--- src/rtl/xbus_bridge.sv ---
// xbus_bridge
//   Bridges a single-beat Wishbone-style slave port onto an external
//   asynchronous bus with chip select, separate read/write strobes and an
//   optional device ready handshake.
//
//   Parameters
//     SETUP_CYC   : address/CS setup cycles before the strobe (1..3)
//     HOLD_CYC    : cycles CS stays low after the strobe is released (1..3)
//     TIMEOUT_CYC : longest strobe (in cycles) while waiting for XB_READY
//
//   Build option
//     XBUS_TIMEOUT_EN : when defined, a sync-mode strobe that never sees
//                       ready is ended after TIMEOUT_CYC cycles and BUS_ERR
//                       is set until reset. When undefined, sync strobes
//                       wait forever and BUS_ERR is tied low.
//
//   Ports
//     clk, rst          : core clock, asynchronous active-low reset
//     SYNC_MODE         : 1 = end strobe on XB_READY, 0 = fixed wait count
//     ASYNC_WAITCYCLE   : extra strobe cycles in fixed-wait mode
//     WB_ADRi/DATi/WEi  : request address, write data, write enable
//     WB_CYCi/STBi      : request qualifiers
//     WB_DATo, WB_ACKo  : read data, single-cycle acknowledge
//     XB_ADDR, XB_DO    : external address and write data
//     XB_DI             : external read data
//     XB_OE             : write data driver enable
//     XB_CS_n/RD_n/WR_n : active-low chip select and strobes
//     XB_READY          : asynchronous device ready
//     BUS_ERR           : sticky timeout flag
//
//   Handshake: a request is taken when WB_CYCi & WB_STBi are high at a clk
//   edge while the bridge is idle; address, WE and write data are captured
//   at that edge. WB_ACKo is high for exactly one cycle per request and the
//   bridge always returns to idle for one cycle before taking another.
//   Dropping WB_CYCi after acceptance does not cancel the external access.
module xbus_bridge #(
  parameter int SETUP_CYC   = 1,
  parameter int HOLD_CYC    = 1,
  parameter int TIMEOUT_CYC = 128
) (
  input  logic        clk,
  input  logic        rst,
  input  logic        SYNC_MODE,
  input  logic [6:0]  ASYNC_WAITCYCLE,
  input  logic [10:0] WB_ADRi,
  input  logic [7:0]  WB_DATi,
  output logic [7:0]  WB_DATo,
  input  logic        WB_WEi,
  input  logic        WB_CYCi,
  input  logic        WB_STBi,
  output logic        WB_ACKo,
  output logic [10:0] XB_ADDR,
  output logic [7:0]  XB_DO,
  input  logic [7:0]  XB_DI,
  output logic        XB_OE,
  output logic        XB_CS_n,
  output logic        XB_RD_n,
  output logic        XB_WR_n,
  input  logic        XB_READY,
  output logic        BUS_ERR
);

  localparam logic [2:0] ST_IDLE   = 3'd0;
  localparam logic [2:0] ST_SETUP  = 3'd1;
  localparam logic [2:0] ST_STROBE = 3'd2;
  localparam logic [2:0] ST_HOLD   = 3'd3;
  localparam logic [2:0] ST_ACK    = 3'd4;

  // One counter serves setup, strobe and hold; it must reach both the
  // largest wait count (127) and TIMEOUT_CYC-1.
  localparam int CW = ($clog2(TIMEOUT_CYC + 1) > 8) ? $clog2(TIMEOUT_CYC + 1) : 8;
  localparam logic [10:0] ADDR_LIMIT = 11'h600;

  logic [2:0]    state_q, state_d;
  logic [CW-1:0] cnt_q, cnt_d;
  logic [6:0]    wait_q, wait_d;
  logic          sync_q, sync_d;
  logic          we_q, we_d;
  logic [10:0]   addr_q, addr_d;
  logic [7:0]    wdat_q, wdat_d;
  logic [7:0]    dato_q, dato_d;
  logic          err_q, err_d;
  logic          rdy_meta, rdy_sync;
  logic          strobe_done, timeout, busy_d;
  logic          cs_n_q, rd_n_q, wr_n_q, oe_q, ack_q;

  always_comb begin
    strobe_done = sync_q ? rdy_sync : (cnt_q == CW'(wait_q));
`ifdef XBUS_TIMEOUT_EN
    // Ready arriving on the final allowed cycle still counts as success.
    timeout = sync_q && !rdy_sync && (cnt_q == CW'(TIMEOUT_CYC - 1));
`else
    timeout = 1'b0;
`endif
  end

  always_comb begin
    state_d = state_q;
    cnt_d   = cnt_q;
    wait_d  = wait_q;
    sync_d  = sync_q;
    we_d    = we_q;
    addr_d  = addr_q;
    wdat_d  = wdat_q;
    dato_d  = dato_q;
    err_d   = err_q;
    case (state_q)
      ST_IDLE: begin
        if (WB_CYCi && WB_STBi) begin
          addr_d = WB_ADRi;
          we_d   = WB_WEi;
          wdat_d = WB_DATi;
          cnt_d  = '0;
          if (WB_ADRi >= ADDR_LIMIT) begin
            // Unmapped space: answer at once, never touch the external bus.
            state_d = ST_ACK;
            dato_d  = 8'hFF;
          end else begin
            state_d = ST_SETUP;
          end
        end
      end
      ST_SETUP: begin
        if (cnt_q == CW'(SETUP_CYC - 1)) begin
          // Mode and wait count are frozen for the whole strobe here.
          state_d = ST_STROBE;
          cnt_d   = '0;
          wait_d  = ASYNC_WAITCYCLE;
          sync_d  = SYNC_MODE;
        end else begin
          cnt_d = cnt_q + CW'(1);
        end
      end
      ST_STROBE: begin
        if (strobe_done || timeout) begin
          state_d = ST_HOLD;
          cnt_d   = '0;
          if (timeout) begin
            err_d = 1'b1;
            if (!we_q) dato_d = 8'hFF;
          end else if (!we_q) begin
            dato_d = XB_DI;
          end
        end else begin
          cnt_d = cnt_q + CW'(1);
        end
      end
      ST_HOLD: begin
        if (cnt_q == CW'(HOLD_CYC - 1)) begin
          state_d = ST_ACK;
        end else begin
          cnt_d = cnt_q + CW'(1);
        end
      end
      ST_ACK:  state_d = ST_IDLE;
      default: state_d = ST_IDLE;
    endcase
    busy_d = (state_d == ST_SETUP) || (state_d == ST_STROBE) || (state_d == ST_HOLD);
  end

  // Bus controls are registered from the next state so they are glitch-free,
  // and their async reset releases the strobes the moment rst falls.
  always_ff @(posedge clk or negedge rst) begin
    if (!rst) begin
      state_q  <= ST_IDLE;
      cnt_q    <= '0;
      wait_q   <= '0;
      sync_q   <= 1'b0;
      we_q     <= 1'b0;
      addr_q   <= '0;
      wdat_q   <= '0;
      dato_q   <= '0;
      err_q    <= 1'b0;
      rdy_meta <= 1'b0;
      rdy_sync <= 1'b0;
      cs_n_q   <= 1'b1;
      rd_n_q   <= 1'b1;
      wr_n_q   <= 1'b1;
      oe_q     <= 1'b0;
      ack_q    <= 1'b0;
    end else begin
      state_q  <= state_d;
      cnt_q    <= cnt_d;
      wait_q   <= wait_d;
      sync_q   <= sync_d;
      we_q     <= we_d;
      addr_q   <= addr_d;
      wdat_q   <= wdat_d;
      dato_q   <= dato_d;
      err_q    <= err_d;
      rdy_meta <= XB_READY;
      rdy_sync <= rdy_meta;
      cs_n_q   <= !busy_d;
      rd_n_q   <= !((state_d == ST_STROBE) && !we_d);
      wr_n_q   <= !((state_d == ST_STROBE) && we_d);
      oe_q     <= busy_d && we_d;
      ack_q    <= (state_d == ST_ACK);
    end
  end

  assign WB_DATo = dato_q;
  assign WB_ACKo = ack_q;
  assign XB_ADDR = addr_q;
  assign XB_DO   = wdat_q;
  assign XB_OE   = oe_q;
  assign XB_CS_n = cs_n_q;
  assign XB_RD_n = rd_n_q;
  assign XB_WR_n = wr_n_q;
`ifdef XBUS_TIMEOUT_EN
  assign BUS_ERR = err_q;
`else
  assign BUS_ERR = 1'b0;
`endif

endmodule
--- config.mk ---
export PLATFORM = sky130hd
export DESIGN_NAME = xbus_bridge
export DESIGN_NICKNAME = d
export VERILOG_FILES = /design/src/rtl/xbus_bridge.sv
export SDC_FILE = /design/constraint.sdc
export NUM_CORES = 1
export LEC_CHECK = 0
export BUFFER_PORTS_ARGS = -buffer_cell sky130_fd_sc_hd__buf_4
export CAP_MARGIN = 20
export CELL_PAD_IN_SITES_DETAIL_PLACEMENT = 1
export CELL_PAD_IN_SITES_GLOBAL_PLACEMENT = 1
export CORE_UTILIZATION = 42
export DETAILED_ROUTE_END_ITERATION = 10
export PLACE_DENSITY_LB_ADDON = 0.1
export SETUP_SLACK_MARGIN = 0.1
export SYNTH_ARGS = -nofsm -noshare
export SYNTH_HDL_FRONTEND = slang
export SYNTH_SLANG_ARGS = --single-unit
--- constraint.sdc ---
create_clock -name clk -period 3.8 [get_ports clk]
set_input_delay 0.57 -clock clk [delete_from_list [all_inputs] [get_ports clk]]
set_output_delay 0.57 -clock clk [all_outputs]
set_load 0.01 [all_outputs]
==> results.cfg <==
[final_layout]
final_nets = 326
diodes = 0
final_cell_mix = buf_4 (73), dfrtp_1 (51), mux2_2 (27)
final_core_util = 0.569
final_common_cell = buf_4
drive_gt1_frac = 0.433
area_delta_synth_final_pct = 28.6

[timing]
max_freq_mhz = 476
period_minus_slack_ns = 2.10
hold_violations = 0
setup_viol = 0
maxSlewHeadroom = 0.539
worst_pin_slew_ns = 0.691
holdWs_ns = 0.297
min_period_over_period = 0.553
final_max_slew_viol_count = 0
setup_tns_ns = 0
clock_skew_ns = 0.00650
rsz0062_at_grt = no

[clock_tree]
cts_buffer_depth = 2
cts_setup_buffers = 0
numCtsBuffers = 5
root_buffer = clkbuf_8
clk_pin_slew_ns = 0.10
clock_latency_ns = 0.31
tritoncts = done
cts_max_level = 2
cts.repair.resized = 0
clock_sinks = 54
ctsHoldBuffers = 0

[grt]
grt_pass1_wl_um = 9050
grt_pass1_vias = 1932
grt_use_met1 = 0.241
busiest_layer = met2
met2_usage = 0.321
met3_usage = 0.0500
antenna_found_initial = 0
grt.overflow.total = 0
grt.total_usage = 0.192
grt_max_degree = 55

[critical_path]
crit_required_ns = 4.00
cp_top_family = simple AND/OR/NAND/NOR gates
critPathSlowestCell = dfrtp_1
cp_cell_sequence = inv_1 -> ha_1 -> nor3b_1 -> and2_1 -> nand2_1 -> nor2_2 -> mux2_2
critPathLaunch = cnt_q[0]
worst-path-max-fanout = 8
r2r_slack_ns = 1.70
cp_slowest_stage_delay_ns = 0.43
path_class = flip-flop to flip-flop
cp-end-kind = flip-flop
cp_num_buf_inv = 1
critPathLaunchType = flip-flop
arrival_ns = 2.30
r2r_start = cnt_q[0]

[synthesis]
ys_async_sr_fraction = 1.00
yosysWarningCount = 0
synth-main-ff-cell = dfrtp_1
syn-instance-count = 210
ys_types = 46
synth_edf_count = 0
syn_area_per_cell_um2 = 11.7
yosysSeqAreaShare = 0.550
synth_nets = 253
synth-seq-cells = 54
netlist_area_mm2 = 0.00246

[route]
routed_wl_um = 5530
ant_nets = 0
wl_per_cell_um = 15.5
drt_pass1_iterations = 4
drt_iter0_drc = 65
route.vias.total = 1830
via_per_inst = 5.14
drcViolationCount = 0

[status]
status = complete, no violations

[place]
place.port_buffers = 72
hpwl_um = 4150
routabilityCongestion = 0.733

[die]
initial_utilization = 0.442
core_mm2 = 0.00557
dieArea_mm2 = 0.00618
dieWidth_um = 78.6
io_pins = 74
die_y_um = 78.6
fp-row-count = 27

[flow_run]
max-cap-violations = 0

[power_and_ir_drop]
ir_worst_vdd_uv = 348
total_power_w = 0.00237
p_leak_nw = 1.46
power_density_mw_per_mm2 = 748

[hold_path]
hold_path_class = input port to async pin
cell families after synthesis:
family / synth area share
AND/OR/NAND/NOR: 0.141
AO/OA/AOI/OAI: 0.0675
flip-flops: 0.550
XOR/XNOR: 0.0249
multiplexers: 0.160
buffers and inverters: 0.0452
other: 0.00152
adder cells (fa/ha/maj): 0.0102
path summary, 6_finish.rpt:
kind / endpoint / depth (start not counted)
worst max-delay path: wait_q[4] / 7
worst min-delay path: WB_DATo[5] / 1
worst max register to register: wait_q[4] / 7
worst min register to register: rdy_sync / 0
max in group asynchronous: XB_ADDR[9] / 1
min in group clk: rdy_sync / 0
where the power goes:
part	internal, W	switching, W
combinational	0.000521	0.000460
clock	0.000198	0.000200
sequential	0.000824	0.000168
total	0.00154	0.000829
area by class of cell:
type / instances / area (um^2)
Tap cell: 72 / 90.1
Fill cell: 616 / 2400
Timing Repair Buffer: 73 / 548
Clock inverter: 3 / 43.8
Sequential cell: 54 / 1360
Multi-Input combinational cell: 133 / 1000
Inverter: 16 / 60.1
Clock buffer: 5 / 68.8
per-layer routing:
layer	wire (um)	share of wire	vias up
met4	74	0.013	0
met5	0	0	-
met3	318	0.058	7
met1	2350	0.43	923
met2	2780	0.50	45
li1	-	-	855
flip-flops by register name, indices dropped and copies added, names as in the netlist, 3 cells and up:
| name | count |
|---|---|
| XB_ADDR | 11 |
| state_q | 3 |
| XB_DO | 8 |
| cnt_q | 8 |
| WB_DATo | 8 |
| wait_q | 7 |
synth_stat cells, drive strengths merged (2+ instances only):
library cell	instances	area share
nand2	14	0.021
a21oi	6	0.014
mux2	27	0.12
o211ai	4	0.012
xnor2	3	0.011
xor2	4	0.014
buf	3	0.0096
nor2	19	0.031
o22ai	2	0.0051
clkbuf	4	0.011
nor4	4	0.013
dfrtp	51	0.52
dfstp	3	0.032
inv	16	0.024
ha	2	0.010
o21a	3	0.0091
o21ai	8	0.016
mux2i	9	0.037
nor2b	4	0.011
or3	2	0.0051
and2	4	0.011
nand3	4	0.0081
nor3	2	0.0086
metrics by stage:
step,cells,cell area [um^2],setup slack (ns)
floorplan,210,2460,1.94
global placement,348,3060,1.73
detailed placement,348,3060,1.71
CTS,356,3170,1.69
global route,356,3170,1.54
finish,356,3170,1.70
Power figures use the tool's default switching activity.
